===== config.mk =====
export PLATFORM = sky130hd
export DESIGN_NAME = johnson_decoder
export DESIGN_NICKNAME = d
export VERILOG_FILES = /design/src/rtl/johnson_decoder.sv
export SDC_FILE = /design/constraint.sdc
export NUM_CORES = 1
export LEC_CHECK = 0
export BUFFER_PORTS_ARGS = -buffer_cell sky130_fd_sc_hd__buf_2
export CAP_MARGIN = 30
export CORE_MARGIN = 5
export CORE_UTILIZATION = 40
export DETAILED_ROUTE_END_ITERATION = 16
export PLACE_DENSITY = 0.65
export SLEW_MARGIN = 20
export SYNTH_ARGS = -nofsm -noshare
export SYNTH_HDL_FRONTEND = slang
export SYNTH_SLANG_ARGS = --single-unit

===== constraint.sdc =====
create_clock -name clk_i -period 2.9 [get_ports clk_i]
set_clock_uncertainty 0.2 [all_clocks]
set_input_delay 0.58 -clock clk_i [delete_from_list [all_inputs] [get_ports clk_i]]
set_output_delay 0.58 -clock clk_i [all_outputs]
set_load 0.01 [all_outputs]

===== src/rtl/johnson_decoder.sv =====
// -----------------------------------------------------------------------------
// johnson_decoder
//
// Registered decoder and sequence checker for a Johnson (twisted-ring) count.
// Each sample of data_i is converted to a binary count 0..2*WIDTH-1, checked
// for being a legal Johnson code, and classified against the previous legal
// count as INC (+1 modulo 2*WIDTH), HOLD or SKIP.  A three-state lock FSM
// reports when the incoming sequence can be trusted.
//
// Parameters
//   WIDTH     Johnson register width; the sequence has 2*WIDTH states.
//   LOCK_CNT  consecutive INC steps needed to go from LOCKING to LOCKED (1..15).
//   CW        count width, $clog2(2*WIDTH).
//
// Ports
//   clk_i      in   clock, rising edge
//   rst_ni     in   asynchronous active-low reset
//   valid_i    in   data_i is sampled this cycle
//   data_i     in   [WIDTH-1:0] Johnson code
//   err_clr_i  in   synchronous clear of err_cnt_o (wins over a new error)
//   valid_o    out  one-cycle pulse, count_o updated
//   count_o    out  [CW-1:0] decoded count of the last legal sample
//   illegal_o  out  one-cycle pulse, last sample was not a Johnson code
//   skip_o     out  one-cycle pulse, legal code that was neither HOLD nor INC
//   locked_o   out  high while the FSM is LOCKED
//   err_cnt_o  out  [7:0] saturating count of illegal and skip events
//   state_o    out  [1:0] current FSM state (0 UNLOCKED, 1 LOCKING, 2 LOCKED)
//
// Build option
//   JOHNSON_ERR_CNT_EN  when defined, the saturating error counter and its
//                       clear are built; otherwise err_cnt_o is tied to 0 and
//                       err_clr_i is ignored.
//
// Handshake: there is no back-pressure.  A sample is consumed on every rising
// edge where valid_i is high; results appear one edge later as single-cycle
// pulses on valid_o / illegal_o / skip_o, and all pulses are low for a cycle
// in which no sample was taken.
// -----------------------------------------------------------------------------
module johnson_decoder #(
    parameter int WIDTH    = 8,
    parameter int LOCK_CNT = 4,
    localparam int CW      = $clog2(2 * WIDTH)
) (
    input  logic             clk_i,
    input  logic             rst_ni,
    input  logic             valid_i,
    input  logic [WIDTH-1:0] data_i,
    input  logic             err_clr_i,
    output logic             valid_o,
    output logic [CW-1:0]    count_o,
    output logic             illegal_o,
    output logic             skip_o,
    output logic             locked_o,
    output logic [7:0]       err_cnt_o,
    output logic [1:0]       state_o
);

    typedef enum logic [1:0] {
        ST_UNLOCKED = 2'd0,
        ST_LOCKING  = 2'd1,
        ST_LOCKED   = 2'd2
    } state_t;

    localparam logic [CW-1:0] LAST_COUNT = CW'(2 * WIDTH - 1);
    localparam logic [3:0]    LOCK_TGT   = 4'(LOCK_CNT);

    // Population count; result never exceeds WIDTH, which fits in CW bits.
    function automatic logic [CW-1:0] popcount(input logic [WIDTH-1:0] v);
        logic [CW-1:0] n;
        n = '0;
        for (int i = 0; i < WIDTH; i++) begin
            n = n + CW'(v[i]);
        end
        return n;
    endfunction

    // -------------------------------------------------------------------------
    // Registers
    // -------------------------------------------------------------------------
    state_t        state_q, state_d;
    logic [3:0]    gcnt_q, gcnt_d;
    // count_q doubles as the "previous legal count" used for step checks:
    // both are loaded on exactly the same events and reset to the same value.
    logic [CW-1:0] count_q, count_d;
    logic          valid_q, valid_d;
    logic          illegal_q, illegal_d;
    logic          skip_q, skip_d;

    // -------------------------------------------------------------------------
    // Code decode
    // -------------------------------------------------------------------------
    logic [WIDTH-1:0] data_inv;
    logic             dec_legal;
    logic [CW-1:0]    dec_count;

    assign data_inv = ~data_i;

    always_comb begin
        dec_legal = 1'b0;
        dec_count = '0;
        if (!data_i[WIDTH-1]) begin
            // Filling phase: ones must be contiguous from the LSB, so adding
            // one clears them all and the AND is zero.
            dec_legal = ((data_i & (data_i + 1'b1)) == '0);
            dec_count = popcount(data_i);
        end else begin
            // Draining phase: the zeros are contiguous from the LSB instead.
            dec_legal = ((data_inv & (data_inv + 1'b1)) == '0);
            dec_count = CW'(WIDTH) + popcount(data_inv);
        end
    end

    // -------------------------------------------------------------------------
    // Step classification against the previous legal count
    // -------------------------------------------------------------------------
    logic [CW-1:0] prev_plus1;
    logic          step_inc;
    logic          step_hold;

    // Modulo 2*WIDTH increment; 2*WIDTH need not be a power of two.
    assign prev_plus1 = (count_q == LAST_COUNT) ? '0 : count_q + 1'b1;
    assign step_inc   = (dec_count == prev_plus1);
    assign step_hold  = (dec_count == count_q);

    // -------------------------------------------------------------------------
    // Lock FSM: next state and pulse outputs
    // -------------------------------------------------------------------------
    always_comb begin
        state_d   = state_q;
        gcnt_d    = gcnt_q;
        count_d   = count_q;
        valid_d   = 1'b0;
        illegal_d = 1'b0;
        skip_d    = 1'b0;

        if (valid_i) begin
            if (!dec_legal) begin
                // Count and previous value are deliberately left untouched.
                illegal_d = 1'b1;
                state_d   = ST_UNLOCKED;
                gcnt_d    = '0;
            end else begin
                valid_d = 1'b1;
                count_d = dec_count;
                unique case (state_q)
                    ST_UNLOCKED: begin
                        // First trusted reference point; nothing to compare.
                        state_d = ST_LOCKING;
                        gcnt_d  = '0;
                    end
                    ST_LOCKING: begin
                        if (step_inc) begin
                            gcnt_d = gcnt_q + 1'b1;
                            if (gcnt_d == LOCK_TGT) begin
                                state_d = ST_LOCKED;
                            end
                        end else if (!step_hold) begin
                            gcnt_d = '0;
                            skip_d = 1'b1;
                        end
                    end
                    ST_LOCKED: begin
                        if (!step_inc && !step_hold) begin
                            skip_d  = 1'b1;
                            gcnt_d  = '0;
                            state_d = ST_LOCKING;
                        end
                    end
                    default: begin
                        state_d = ST_UNLOCKED;
                        gcnt_d  = '0;
                    end
                endcase
            end
        end
    end

    always_ff @(posedge clk_i or negedge rst_ni) begin
        if (!rst_ni) begin
            state_q   <= ST_UNLOCKED;
            gcnt_q    <= '0;
            count_q   <= '0;
            valid_q   <= 1'b0;
            illegal_q <= 1'b0;
            skip_q    <= 1'b0;
        end else begin
            state_q   <= state_d;
            gcnt_q    <= gcnt_d;
            count_q   <= count_d;
            valid_q   <= valid_d;
            illegal_q <= illegal_d;
            skip_q    <= skip_d;
        end
    end

    assign valid_o   = valid_q;
    assign count_o   = count_q;
    assign illegal_o = illegal_q;
    assign skip_o    = skip_q;
    // Decoded from the state register so it falls with an asynchronous reset.
    assign locked_o  = (state_q == ST_LOCKED);
    assign state_o   = state_q;

    // -------------------------------------------------------------------------
    // Error counter
    // -------------------------------------------------------------------------
`ifdef JOHNSON_ERR_CNT_EN
    logic [7:0] err_q;

    // Counts the same event that is registered onto illegal_o/skip_o, so the
    // new value is visible in the same cycle as the pulse.
    always_ff @(posedge clk_i or negedge rst_ni) begin
        if (!rst_ni) begin
            err_q <= '0;
        end else if (err_clr_i) begin
            err_q <= '0;
        end else if ((illegal_d || skip_d) && (err_q != 8'hFF)) begin
            err_q <= err_q + 1'b1;
        end
    end

    assign err_cnt_o = err_q;
`else
    logic unused_err_clr;

    assign unused_err_clr = err_clr_i;
    assign err_cnt_o      = '0;
`endif

endmodule

Word-level counts from Yosys, hierarchy flattened
Index checks and enable logic that the tools add are counted.
{ "op_classes": {"add_sub_neg": 19, "mul": 0, "div_mod_pow": 0, "magnitude_cmp": 0, "n_eq_ne": 10, "n_shift": 0, "mux": 23, "bitwise": 3, "reduce_logical": 9} }
{ "ops": {"columns": ["operator", "n"], "rows": [
  ["$add A4 B1 Y4", 8],
  ["$mux W4", 6],
  ["$add A8 B1 Y8 const B", 2],
  ["$and A8 B8 Y8", 2],
  ["$logic_not A8 Y1", 2],
  ["$mux W1", 10],
  ["$add A3 B1 Y4", 2],
  ["$add A4 B1 Y4 const B", 2],
  ["$eq A4 B4 Y1", 2],
  ["$mux W2", 4],
  ["$not A8 Y8", 1],
  ["$pmux W4 S2", 1],
  ["$add A2 B1 Y3", 2],
  ["$ne A3 B3 Y1 const B", 2],
  ["$pmux W2 S3", 1],
  ["$add A1 B1 Y2", 2],
  ["$add A4 B4 Y4 const A", 1],
  ["$eq A4 B3 Y1 const B", 1],
  ["$eq A4 B4 Y1 const B", 1],
  ["$ne A4 B4 Y1 const B", 1],
  ["$reduce_and A4 Y1", 1],
  ["$ne A3 B2 Y1 const B", 1],
  ["$reduce_and A3 Y1", 1],
  ["$eq A2 B1 Y1 const B", 1],
  ["6 further kinds", 7]
]} }
{ "word_totals": {"reg_bits": 13, "latch_bits": 0, "ram_bits": 0, "rom_bits": 0, "input_bits": 12, "output_inout_bits": 18, "wordCells": 70, "n_memories": 0} }

Logic depth before layout (Yosys ltp)
{ "logic_depth": {"ltp_word": 17, "depth_mapped": 15, "mapped_depth_nobuf": 15} }

Worst setup path after synthesis
Ideal clock, no wire load.
{ "synth_timing": {"path_kind": "input to register", "from": "input data_i[1]", "to": "register state_q[1] (netlist: state_o[1])", "setup_time_ps": 121, "t_arrival_ps": 4357, "required_time_ps": 2579, "setup_slack_ps": -1778, "path_stages": 15, "path_buffers": 0, "path_cell_list": "inv_1 > fa_1 > fa_1 > inv_1 > fa_1 > inv_1 > ha_1 > fa_1 > xor2_1 > mux2i_4 > xor3_2 > nand4_4 > or3b_1 > a221o_1 > a22o_1"} }
{ "synth_via": {"elab_chain_len": 15, "word_cells_on_any_way": 34, "classes_between": "17 x add/sub; 5 x eq/ne; 3 x mux; 3 x bitwise; 6 x reduce/logical"} }
{ "synth_lines": {"columns": ["element", "line_no", "rtl"], "rows": [
  ["from (decl)", "47", "input logic [WIDTH-1:0] data_i,"],
  ["$not A8 Y8", "96", "assign data_inv = ~data_i;"],
  ["$add A1 B1 Y2", "72", "n = n + CW'(v[i]);"],
  ["$add A2 B1 Y3", "72", null],
  ["$add A3 B1 Y4", "72", null],
  ["$add A4 B1 Y4 (4 in a row)", "72", null],
  ["$add A4 B4 Y4", "109", "dec_count = CW'(WIDTH) + popcount(data_inv);"],
  ["$mux W4", "101", "if (!data_i[WIDTH-1]) begin"],
  ["$eq A4 B4 Y1 (on tied branches)", "122, 123", null],
  ["$logic_not A1 Y1", "163", "if (!step_inc && !step_hold) begin"],
  ["$logic_and A1 B1 Y1", "163", null],
  ["$ne A3 B2 Y1 (no line)", null, null],
  ["$reduce_and A4 Y1 (no line)", null, null],
  ["to (signal assigned)", "187", "state_q <= state_d;"],
  ["to (decl)", "80", "state_t state_q, state_d;"]
]} }
Several ways; a longest one is shown, not always the timed one.
A chain may end at the register's enable or synchronous reset.

Final worst setup path
Ends and elaborated chain as after synthesis.

==> key figures <==
Run status
  – Status: finished, violations left
  – Failing checks: negative setup slack

Floorplanning
  – Die Wd: slightly above 70 um
  – Die Y-Extent: slightly above 70 um
  – # rows: 22
  – Die ar.: roughly 5000 um2
  – Starting Density: between 40% and 50%
  – Core box area: approximately 3600 um2
  – Ports: 30

Critical path
  – Max stage delay on crit path: between 0.5 and 0.6 ns
  – WS Path Type: input port to flip-flop
  – Crit-path cells: buf_8 -> clkinvlp_4 -> fa_1 -> fa_1 -> inv_1 -> fa_1 -> inv_1 -> ha_2 -> fa_2 -> mux2i_4 -> xnor2_2 -> nor2_2 -> nand4_4 -> or3b_4 -> a221o_1 -> a22o_1
  – FF-to-FF Start: count_o[1]
  – Worst reg2reg setup slack: just under 0.3 ns
  – Critical Path RT: about 2.8 ns
  – R2r worst-path depth: 9
  – Most Frequent Cell on Critical Path: fa_1
  – Crit. End Element: flip-flop
  – Critical Path AT: ~4.5 ns
  – Crit-path slowest cell: fa_2
  – Reg-to-Reg End: state_o[1]
  – Worst-path fanout max: 5
  – CP startpoint kind: input port

Final layout
  – Post-Layout Inst Area: 2000 um2
  – Area growth, synth to finish: 34.9%
  – # fillers: approximately 340
  – Leading cell type in the layout, fill and taps excluded: buf_4
  – Fin nets: between 200 and 250
  – Final cell count without fillers: approximately 260
  – Number of diodes: 0
  – Layout cells sized above 1: 41.1%
  – Commonest non-fill, non-tap cells in the layout: buf_4 (27), buf_2 (18), inv_1 (15), ha_1 (15), dfrtp_1 (13)

Synth
  – Synth cell types: 45
  – Top_reg_cell synth: dfrtp_1
  – Number of synthesized register bits: 13
  – Asr flop ratio synth: 100%
  – Post-synth EDFFs: 0
  – Mean Syn Cell Area: 9.52 um2
  – Sequential fraction of the synthesis area: between 20% and 30%
  – Syn Inst Count: approximately 160
  – Warnings, synthesis: 0
  – Synth Cell Area: approximately 1500 um2

Drt
  – Pre-antenna DRT Iters: 4
  – Via/cell ratio: ~4.9
  – DRC errors left: 0
  – Final WL: between 3 and 4 mm
  – Iteration-0 DRC Markers: 32
  – Routed len/inst: roughly 13 um
  – Post-DRT Antenna Nets: 0
  – Routed vias: 1254

Timing
  – Final setup violation count: 11
  – Final setup margin: -1.68 ns
  – Final period util: 158%
  – Fmax: between 200 and 250 MHz
  – Hold Vio Cnt, Final: 0
  – Max Slew Vio Count: 0
  – RSZ-0062 raised after global routing: yes
  – Hold WS: ~0.016 ns
  – Fin crit period: between 4 and 5 ns

CTS
  – CTS Hold Bufs: 0
  – CTS H-tree lvls: 1
  – TritonCTS clock tree: yes
  – CTS Root Cell: clkbuf_8
  – Total CTS buffers: 3
  – Clock transition at the registers of the reported paths: around 0.060 ns
  – Clk sinks: 13
  – Skew-Pair Late Insertion Delay: between 0.2 and 0.25 ns
  – Clk buf depth: 2

Place
  – Buffers on Ports: 20
  – Place WS: -2.03 ns
  – GPL Wtd Cong: roughly 0.85
  – Post-Place Cells: approximately 250
  – DP Area: roughly 1800 um2
  – DP Wirelength: approximately 2.8 mm

Pwr
  – Power Density: slightly below 600 nW/um2
  – VDD IR max: 0.000472 V
  – Static Leak: 0.974 nW
  – Total power: 1.16 mW

Global routing
  – Vias in the first global route: between 1000 and 1500
  – All-layer global routing usage: between 10 and 15%
  – Largest net degree at the start of global routing: 14
  – First-pass GRT wire length: 5.72 mm
  – Total gr overflow: 0
  – Antenna violations before repair: 0

Flow run
  – Max_cap viols: 0

Hold path
  – Worst hold path class: input port to asynchronous set/reset pin
[worst max-delay path by stage]
stage                   start         end  cells past startpoint
global placement    data_i[1]  state_o[1]                     15
CTS                 data_i[1]  state_o[0]                     15
detailed placement  data_i[1]  state_o[1]                     15
global route        data_i[1]  state_o[1]                     16
finish              data_i[1]  state_o[1]                     16
floorplan           data_i[0]  state_o[1]                     14
[registers in the layout, summed over array words and instances (netlist names)]
name       cells
count_o        4
gcnt_q         4
illegal_o      1
skip_o         1
state_o        2
valid_o        1
[per-layer routing]
metal	vias to the layer above	wire length, um	GRT usage (%)
li1	618	-	-
met1	598	1460	17.2
met2	30	1730	23.8
met3	8	126	2.98
met4	0	68	4.80
met5	-	0	0
[layout make-up]
type                            instances  area (um2)  share of cell area, %
Sequential cell                        13         325                   16.2
Multi-Input combinational cell        119        1130                   56.5
Timing Repair Buffer                   50         353                   17.6
Inverter                               21        87.6                   4.37
Clock buffer                            4        45.0                   2.25
Tap cell                               48        60.1                   3.00
[worst max-delay path: cells and delay by family]
family,cells,cell delay [ns]
adders and majority gates,5,2.17
and+or+nand+nor,3,0.71
AOI/OAI and AO/OA,2,0.55
buffers and inverters,4,0.27
xor gates and xnor gates,1,0.14
muxes,1,0.09
[cells by family (layout without fill, tap and decap cells)]
group	after synthesis	count (layout)	share of synthesized area [%]
and+or+nand+nor	41	41	15.8
AOI/OAI and AO/OA	31	31	14.2
buffers and inverters	31	75	10.5
adders and majority gates	25	25	25.1
DFF	13	13	21.9
xor gates and xnor gates	9	9	6.40
muxes	5	5	5.90
other	1	8	0.252
[through the flow]
step / TNS [ns] / utilization, %
3_5_place_dp: -16.11 / 50.0
5_1_grt: -13.05 / 55.1
6_report: -11.83 / 55.1
4_1_cts: -11.98 / 54.0
3_3_place_gp: -15.16 / 50.0
2_1_floorplan: -11.68 / -
[Yosys cell counts, drive strengths merged, types with 2 or more instances]
master | n | area, um2
fa | 8 | 160
nor3 | 3 | 15.0
o2111ai | 3 | 26.3
nand2 | 12 | 45.0
nor2 | 9 | 36.3
inv | 21 | 81.3
nand4 | 2 | 27.5
o21ai | 7 | 35.0
ha | 17 | 213
dfrtp | 13 | 325
xor2 | 5 | 43.8
buf | 9 | 71.3
or2 | 2 | 12.5
a21oi | 5 | 25.0
a21boi | 2 | 15.0
xnor2 | 3 | 26.3
mux2i | 5 | 87.6
nand2b | 2 | 12.5
nor3b | 4 | 35.0
a22o | 2 | 17.5
a31oi | 4 | 25.0
[where the power goes]
group	leakage, nW	switching [mW]	internal [mW]	total (mW)
clock	0.0228	0.0630	0.0968	0.160
sequential	0.174	0.0486	0.207	0.255
combinational	0.777	0.359	0.388	0.746
[what timing repair did]
item,in CTS,in global routing
setup endpoints to repair,11,11
pin swaps,17,9
gates cloned,0,0
setup buffers,1,2
resized for setup,26,6
Note: power is estimated with default switching activity, not from simulation.
